$ cat config.mk
export PLATFORM = sky130hd
export DESIGN_NAME = mc_main_ctrl
export DESIGN_NICKNAME = d
export VERILOG_FILES = /design/src/rtl/mc_main_ctrl.sv
export SDC_FILE = /design/constraint.sdc
export NUM_CORES = 1
export LEC_CHECK = 0
export ABC_AREA = 1
export CORE_MARGIN = 2
export CORE_UTILIZATION = 39
export DETAILED_ROUTE_END_ITERATION = 8
export PLACE_DENSITY = 0.8
export SKIP_LAST_GASP = 1
export SLEW_MARGIN = 30
export SYNTH_ARGS = -nofsm -noshare
export SYNTH_HDL_FRONTEND = slang
export SYNTH_SLANG_ARGS = --single-unit
$ cat constraint.sdc
create_clock -name clk -period 1.7 [get_ports clk]
set_input_delay 0.34 -clock clk [delete_from_list [all_inputs] [get_ports clk]]
set_output_delay 0.34 -clock clk [all_outputs]
set_load 0.02 [all_outputs]
$ cat src/rtl/mc_main_ctrl.sv
// Main control FSM for the multi-cycle MIPS core: sequences the shared datapath per opcode.
// Optional bne support is compiled in with `define MC_MAIN_CTRL_BNE_EN.
module mc_main_ctrl #(
  parameter int unsigned WAIT_LIMIT = 0
) (
  input  logic       clk,
  input  logic       rst_n,
  input  logic [5:0] opcode,
  input  logic       mem_ready,
  output logic       pc_write,
  output logic       branch,
  output logic       branch_ne,
  output logic       iord,
  output logic       mem_write,
  output logic       ir_write,
  output logic       reg_write,
  output logic       reg_dst,
  output logic       mem_to_reg,
  output logic       alu_src_a,
  output logic [1:0] alu_src_b,
  output logic [1:0] pc_src,
  output logic [1:0] alu_op,
  output logic [3:0] state,
  output logic       illegal,
  output logic       mem_timeout
);

  localparam logic [3:0] StFetch  = 4'd0;
  localparam logic [3:0] StDecode = 4'd1;
  localparam logic [3:0] StMemAdr = 4'd2;
  localparam logic [3:0] StMemRd  = 4'd3;
  localparam logic [3:0] StMemWb  = 4'd4;
  localparam logic [3:0] StMemWr  = 4'd5;
  localparam logic [3:0] StExec   = 4'd6;
  localparam logic [3:0] StAluWb  = 4'd7;
  localparam logic [3:0] StBranch = 4'd8;
  localparam logic [3:0] StAddiEx = 4'd9;
  localparam logic [3:0] StAddiWb = 4'd10;
  localparam logic [3:0] StJump   = 4'd11;

  localparam logic [5:0] OpRtype = 6'b000000;
  localparam logic [5:0] OpLw    = 6'b100011;
  localparam logic [5:0] OpSw    = 6'b101011;
  localparam logic [5:0] OpBeq   = 6'b000100;
  localparam logic [5:0] OpAddi  = 6'b001000;
  localparam logic [5:0] OpJ     = 6'b000010;
`ifdef MC_MAIN_CTRL_BNE_EN
  localparam logic [5:0] OpBne   = 6'b000101;
`endif

  localparam bit         TimeoutEn = (WAIT_LIMIT != 0);
  localparam logic [7:0] LimitM1   = TimeoutEn ? 8'(WAIT_LIMIT - 1) : 8'd0;

  logic [3:0] state_q, state_d;
  logic [7:0] cnt_q, cnt_d;
  logic       mem_wait;
  logic       timeout;

  // Only the states that issue a memory access can stall on mem_ready.
  assign mem_wait = ((state_q == StFetch) || (state_q == StMemRd) || (state_q == StMemWr)) &&
                    !mem_ready;
  assign timeout  = TimeoutEn && mem_wait && (cnt_q == LimitM1);
  assign state    = state_q;

  always_comb begin
    state_d     = state_q;
    pc_write    = 1'b0;
    branch      = 1'b0;
    branch_ne   = 1'b0;
    iord        = 1'b0;
    mem_write   = 1'b0;
    ir_write    = 1'b0;
    reg_write   = 1'b0;
    reg_dst     = 1'b0;
    mem_to_reg  = 1'b0;
    alu_src_a   = 1'b0;
    alu_src_b   = 2'b00;
    pc_src      = 2'b00;
    alu_op      = 2'b00;
    illegal     = 1'b0;
    mem_timeout = 1'b0;

    case (state_q)
      StFetch: begin
        alu_src_b = 2'b01;
        ir_write  = mem_ready;
        pc_write  = mem_ready;
        if (mem_ready) state_d = StDecode;
      end
      StDecode: begin
        alu_src_b = 2'b11;
        case (opcode)
          OpLw, OpSw: state_d = StMemAdr;
          OpRtype:    state_d = StExec;
          OpBeq:      state_d = StBranch;
`ifdef MC_MAIN_CTRL_BNE_EN
          OpBne:      state_d = StBranch;
`endif
          OpAddi:     state_d = StAddiEx;
          OpJ:        state_d = StJump;
          default: begin
            state_d = StFetch;
            illegal = 1'b1;
          end
        endcase
      end
      StMemAdr: begin
        alu_src_a = 1'b1;
        alu_src_b = 2'b10;
        state_d   = (opcode == OpLw) ? StMemRd : StMemWr;
      end
      StMemRd: begin
        iord = 1'b1;
        if (mem_ready) state_d = StMemWb;
      end
      StMemWb: begin
        mem_to_reg = 1'b1;
        reg_write  = 1'b1;
        state_d    = StFetch;
      end
      StMemWr: begin
        iord      = 1'b1;
        mem_write = 1'b1;
        if (mem_ready) state_d = StFetch;
      end
      StExec: begin
        alu_src_a = 1'b1;
        alu_op    = 2'b10;
        state_d   = StAluWb;
      end
      StAluWb: begin
        reg_dst   = 1'b1;
        reg_write = 1'b1;
        state_d   = StFetch;
      end
      StBranch: begin
        alu_src_a = 1'b1;
        alu_op    = 2'b01;
        pc_src    = 2'b01;
`ifdef MC_MAIN_CTRL_BNE_EN
        branch    = (opcode != OpBne);
        branch_ne = (opcode == OpBne);
`else
        branch    = 1'b1;
`endif
        state_d   = StFetch;
      end
      StAddiEx: begin
        alu_src_a = 1'b1;
        alu_src_b = 2'b10;
        state_d   = StAddiWb;
      end
      StAddiWb: begin
        reg_write = 1'b1;
        state_d   = StFetch;
      end
      StJump: begin
        pc_src   = 2'b10;
        pc_write = 1'b1;
        state_d  = StFetch;
      end
      default: state_d = StFetch;
    endcase

    // Abort the stalled access: suppress its strobes and restart from fetch.
    if (timeout) begin
      state_d     = StFetch;
      ir_write    = 1'b0;
      pc_write    = 1'b0;
      mem_write   = 1'b0;
      mem_timeout = 1'b1;
    end
  end

  always_comb begin
    cnt_d = cnt_q;
    if ((state_d != state_q) || mem_ready || timeout) begin
      cnt_d = 8'd0;
    end else if (mem_wait) begin
      cnt_d = cnt_q + 8'd1;
    end
  end

  always_ff @(posedge clk or negedge rst_n) begin
    if (!rst_n) begin
      state_q <= StFetch;
      cnt_q   <= 8'd0;
    end else begin
      state_q <= state_d;
      cnt_q   <= cnt_d;
    end
  end

endmodule
### Word level (Yosys, flattened, before mapping)

Cells that the tools add are included.

* register bits: 4
* bits of input ports: 9
* output and inout bits: 22

* reduce and logical (&&, ||, !) cells: 9
* equality and inequality tests: 19
* multiplexer cells: 20

Operator list (number)
* $pmux 4 s7: 1
* $pmux 4 s5: 1
* $eq 4x3->1 const B: 4
* $eq 4x4->1 const B: 4
* $eq 6x6->1 const B: 2
* $mux 4: 3
* $mux 1: 10
* $eq 4x2->1 const B: 2
* $pmux 2 s2: 2
* $eq 6x2->1 const B: 1
* $eq 6x3->1 const B: 1
* $eq 6x4->1 const B: 1
* $logic_not 6->1: 1
* $ne 2x2->1 const B: 3
* $pmux 2 s3: 1
* $reduce_or 2->1: 3
* $reduce_or 6->1: 1
* $eq 4x1->1 const B: 1
* $logic_not 4->1: 1
* $reduce_or 4->1: 1
* $mux 3: 1
* $reduce_and 3->1: 1
* $reduce_or 3->1: 1
* $pmux 1 s2: 1

### Logic depth before layout (Yosys ltp)

* depth in word-level cells: 4
* gate-level depth with buffers: 8
* depth with buffers taken out: 8

### Least setup slack after synthesis

OpenSTA, ideal clock, no wires.

* path kind: flip-flop to output port
* from: register state_q[3], in the netlist state[3]
* to: output illegal
* stages on the path, launching flop included: 5
* path buffers: 0
* setup slack: -21 ps
* arrival time: 1381 ps
* cell sequence: dfrtp_1 -> inv_1 -> nand2_4 -> nor2_2 -> nor3b_1

* word-level cells in the longest chain between the ends: 2

RTL lines
* from (decl): RTL line 54 `logic [3:0] state_q, state_d;`
* from (signal assigned): RTL line 186 `state_q <= StFetch;`
* from (signal assigned): RTL line 189 `state_q <= state_d;`
* $eq 4x1->1: RTL line 83 `case (state_q)`
* $mux 1: RTL line 83
* to (decl): RTL line 24 `output logic illegal,`

Every way passes these cells.

### Worst setup path in the final report

* from: register state_q[0], in the netlist state[0]
* to: output reg_write

* word-level cells in the longest chain between the ends: 3

RTL lines
* $eq 4x3->1 / $eq 4x4->1 (equally long branches): RTL line 83
* $reduce_or 3->1 (no line) *
* $mux 1 *: RTL line 83
* to (decl): RTL line 16 `output logic reg_write,`

Mark *: on every way between the ends. The rest lies on a longest branch, timed or not.

==> impl_results.html <==
<table>
<tr><th>Metric</th><th>Value</th></tr>
<tr><th colspan="2">Outcome</th></tr>
<tr><td>Status</td><td>complete, no violations</td></tr>
<tr><th colspan="2">Timing</th></tr>
<tr><td>Fin Clk Skew</td><td>0.00140 ns</td></tr>
<tr><td>Slack of the critical path</td><td>0.0105 ns</td></tr>
<tr><td>Fin. Hold Viols</td><td>0</td></tr>
<tr><td># setup viols final</td><td>0</td></tr>
<tr><td>Setup repair after global routing missed its margin</td><td>true</td></tr>
<tr><td>Total Negative Setup Slacks</td><td>0 ns</td></tr>
<tr><td>Portion of the clock cycle consumed by the worst path in the final layout</td><td>99.4%</td></tr>
<tr><td>Number of max-slew violations in the final report</td><td>0</td></tr>
<tr><td>Final period demand of the worst path</td><td>1.69 ns</td></tr>
<tr><td>F_max</td><td>592 MHz</td></tr>
<tr><th colspan="2">Logic synthesis</th></tr>
<tr><td>Synth unique cells</td><td>17</td></tr>
<tr><td>Post-synth design cell area</td><td>533 um^2</td></tr>
<tr><td>Largest area contributor in the synthesized netlist</td><td>sky130_fd_sc_hd__dfrtp_1</td></tr>
<tr><td>Total of flip-flops plus latches after synthesis</td><td>4</td></tr>
<tr><td>Area share of the largest cell type after synthesis</td><td>18.8%</td></tr>
<tr><td>Total number of yosys warnings</td><td>0</td></tr>
<tr><td>Top_reg_cell synth</td><td>sky130_fd_sc_hd__dfrtp_1</td></tr>
<tr><td>Leading cell types by count after synthesis</td><td>sky130_fd_sc_hd__nor2_1, sky130_fd_sc_hd__nand2_1, sky130_fd_sc_hd__inv_1</td></tr>
<tr><td>Share of synthesized flip-flops with an asynchronous set or reset</td><td>100%</td></tr>
<tr><td>Average footprint of a synthesized cell</td><td>5.38 um^2</td></tr>
<tr><td>Cell count after synthesis</td><td>99</td></tr>
<tr><td>Seq/Total Area, Yosys</td><td>18.8%</td></tr>
<tr><td>Synth area leaders</td><td>sky130_fd_sc_hd__dfrtp_1, sky130_fd_sc_hd__nor2_1, sky130_fd_sc_hd__nand2_1</td></tr>
<tr><td>EDFF count, synth</td><td>0</td></tr>
<tr><td>Library cell with the highest instance count after synthesis</td><td>sky130_fd_sc_hd__nor2_1</td></tr>
<tr><th colspan="2">CTS</th></tr>
<tr><td>CTS Sinks</td><td>4</td></tr>
<tr><td>Clock-pin transition on the worst setup and hold timing paths</td><td>0.03 ns</td></tr>
<tr><td>Number of buffers on the longest clock path</td><td>2</td></tr>
<tr><td>Clock tree from TritonCTS</td><td>built</td></tr>
<tr><td>Clock tree root buffer cell</td><td>sky130_fd_sc_hd__clkbuf_4</td></tr>
<tr><td>H-tree lvl count</td><td>1</td></tr>
<tr><td>CTS Buf Count</td><td>3</td></tr>
<tr><td>Post-CTS Hold Buffers</td><td>0</td></tr>
<tr><td>Clock insertion delay at the later pin of the skew report</td><td>0.23 ns</td></tr>
<tr><th colspan="2">Critical path</th></tr>
<tr><td>Crit-path max FO</td><td>5</td></tr>
<tr><td>Worst Setup Start Kind</td><td>register</td></tr>
<tr><td>Critical Path Sink Type</td><td>primary output</td></tr>
<tr><td>CP Data Required Time</td><td>1.36 ns</td></tr>
<tr><td>Type of the worst setup path</td><td>register to primary output</td></tr>
<tr><td>Arrival time of the worst setup path</td><td>1.35 ns</td></tr>
<tr><th colspan="2">Route</th></tr>
<tr><td>Final wirelength</td><td>1710 um</td></tr>
<tr><td>DR iter-0 viols</td><td>12</td></tr>
<tr><td>Routed wire length per instance</td><td>10.3 um</td></tr>
<tr><td>Remaining number of nets flagged by the antenna check after routing</td><td>0</td></tr>
<tr><td>Via density</td><td>4.51</td></tr>
<tr><td>DRC violations left</td><td>0</td></tr>
<tr><td>First-pass detailed-route iteration total</td><td>4</td></tr>
<tr><td>Total number of vias</td><td>748</td></tr>
<tr><th colspan="2">Placement</th></tr>
<tr><td>Global placement routability congestion</td><td>0.790</td></tr>
<tr><td>Port Buf Inserts</td><td>28</td></tr>
<tr><td>Pre-CTS setup slack</td><td>-0.596 ns</td></tr>
<tr><td>Number of placed instances, taps included</td><td>163</td></tr>
<tr><td>DP Wirelength</td><td>1430 um</td></tr>
<tr><th colspan="2">Floorplan</th></tr>
<tr><td>Initial Utilization</td><td>41.5%</td></tr>
<tr><td>Die outline width</td><td>41.0 um</td></tr>
<tr><td>Floorplan row count</td><td>13</td></tr>
<tr><td>Total core area</td><td>1280 um^2</td></tr>
<tr><td>Height of the chip</td><td>41.0 um</td></tr>
<tr><td>Die outline area</td><td>1680 um^2</td></tr>
<tr><td>Top-Level Pins</td><td>31</td></tr>
<tr><th colspan="2">Power</th></tr>
<tr><td>Largest vdd supply drop</td><td>0.835 mV</td></tr>
<tr><td>Total power of the final layout</td><td>1160 uW</td></tr>
<tr><td>Leakage</td><td>0.000605 uW</td></tr>
<tr><td>Pwr dens</td><td>1170 nW/um^2</td></tr>
<tr><th colspan="2">Cells and area</th></tr>
<tr><td>Post-synthesis to final-layout area growth</td><td>86.2%</td></tr>
<tr><td>Diode count</td><td>0</td></tr>
<tr><td>Final design utilization</td><td>77.2%</td></tr>
<tr><td>Layout cell share with drive strength beyond 1</td><td>46.4%</td></tr>
<tr><td>Total of fill cells in the finished design</td><td>114</td></tr>
<tr><td>Number of flip-flops in the largest register</td><td>4</td></tr>
<tr><td>Final cell count without fillers</td><td>166</td></tr>
<tr><td>Number of nets in the layout</td><td>162</td></tr>
<tr><th colspan="2">Global route</th></tr>
<tr><td>First-pass GRT wire length</td><td>2560 um</td></tr>
<tr><td>Final global-route overflow total</td><td>0</td></tr>
<tr><td>Largest net degree at the start of global routing</td><td>7</td></tr>
<tr><td>Overall routing resource usage</td><td>22.7%</td></tr>
<tr><td>Number of antenna violations at the first check in global routing</td><td>0</td></tr>
<tr><td>Number of global-route vias before repair</td><td>651</td></tr>
<tr><th colspan="2">Worst hold path</th></tr>
<tr><td>Class of the most critical hold timing path</td><td>primary input to async pin</td></tr>
<tr><th colspan="2">Job</th></tr>
<tr><td>Max Cap Violations</td><td>0</td></tr>
</table>
-- cell type report --
cell class	instances	area (um^2)	area share, %
repair buffers	51	384	38.7
well taps	15	18.8	1.89
multi-input cells	75	395	39.8
inverters	18	67.6	6.81
flip-flops and latches	4	104	10.5
clock buffers	3	22.5	2.27
-- power by group --
part	switching [uW]	internal (uW)	leakage [uW]
Combinational	491	391	0.000542
Clock	31.9	78.5	0.0000138
Sequential	43.8	126	0.0000490
-- cells in the final DEF, fill, tap and decap left out --
master and n:
sky130_fd_sc_hd__clkbuf_2 3, sky130_fd_sc_hd__inv_2 3, sky130_fd_sc_hd__inv_1 15, sky130_fd_sc_hd__dfrtp_2 3
sky130_fd_sc_hd__dlymetal6s2s_1 2, sky130_fd_sc_hd__buf_4 29, sky130_fd_sc_hd__nor2_2 8, sky130_fd_sc_hd__nor2_1 17
sky130_fd_sc_hd__buf_2 7, sky130_fd_sc_hd__clkbuf_4 3, sky130_fd_sc_hd__nand2_2 5, sky130_fd_sc_hd__dfrtp_1 1
sky130_fd_sc_hd__conb_1 2, sky130_fd_sc_hd__o22ai_2 1, sky130_fd_sc_hd__nor3b_2 1, sky130_fd_sc_hd__o21ai_1 1
sky130_fd_sc_hd__nand3_1 8, sky130_fd_sc_hd__nor2_4 2, sky130_fd_sc_hd__nand3_2 4, sky130_fd_sc_hd__nand2_1 21
sky130_fd_sc_hd__a21oi_1 1, sky130_fd_sc_hd__dlygate4sd2_1 7, sky130_fd_sc_hd__nand2_4 1, sky130_fd_sc_hd__clkdlybuf4s50_1 3
sky130_fd_sc_hd__o21ai_0 3
-- kinds of logic (layout without fill, tap and decap cells) --
kind of cell	count (synthesis)	in the layout	synth area share (%)
and+or+nand+nor	67	67	57.7
buffers and inverters	21	72	16.9
AOI/OAI and AO/OA	6	6	5.87
DFF	4	4	18.8
other	1	2	0.704
-- worst paths after layout --
kind | from | to | slack [ns] | depth (start not counted)
max | state[0]$_DFFE_PN0P_ | reg_write | 0.01 | 6
min | rst_n | state[3]$_DFFE_PN0P_ | 0.31 | 1
max reg2reg | state[0]$_DFFE_PN0P_ | state[2]$_DFFE_PN0P_ | 0.39 | 9
min reg2reg | state[0]$_DFFE_PN0P_ | state[0]$_DFFE_PN0P_ | 0.70 | 3
max in group asynchronous | rst_n | state[2]$_DFFE_PN0P_ | 1.21 | 1
min in group clk | opcode[2] | state[1]$_DFFE_PN0P_ | 0.66 | 6
-- worst max-delay path, stage by stage (launching register included) --
cell and delay (ns):
sky130_fd_sc_hd__dfrtp_2 0.43, sky130_fd_sc_hd__nor2_2 0.17, sky130_fd_sc_hd__inv_1 0.10, sky130_fd_sc_hd__nor2_2 0.13
sky130_fd_sc_hd__nor2_1 0.04, sky130_fd_sc_hd__o21ai_0 0.07, sky130_fd_sc_hd__buf_2 0.19
-- through the flow --
stage	hold WS (ns)	instance area (um^2)
2_1_floorplan	0.0444	542
3_3_place_gp	0.550	991
3_5_place_dp	0.550	991
4_1_cts	0.311	997
5_1_grt	0.327	992
6_report	0.311	992
-- metal layers --
layer  global-route usage [%]  wire, um
met5                        0         0
met4                     5.00         0
met3                        0        42
met2                     41.4       897
met1                     29.6       765
-- what timing repair did --
item                       CTS  global route
setup endpoints to repair   19            16
gates resized for setup     79            17
pin swaps                    5             1
gates cloned                 0             0
setup buffers                0             0
No activity file was read; power rests on OpenSTA's default activity.
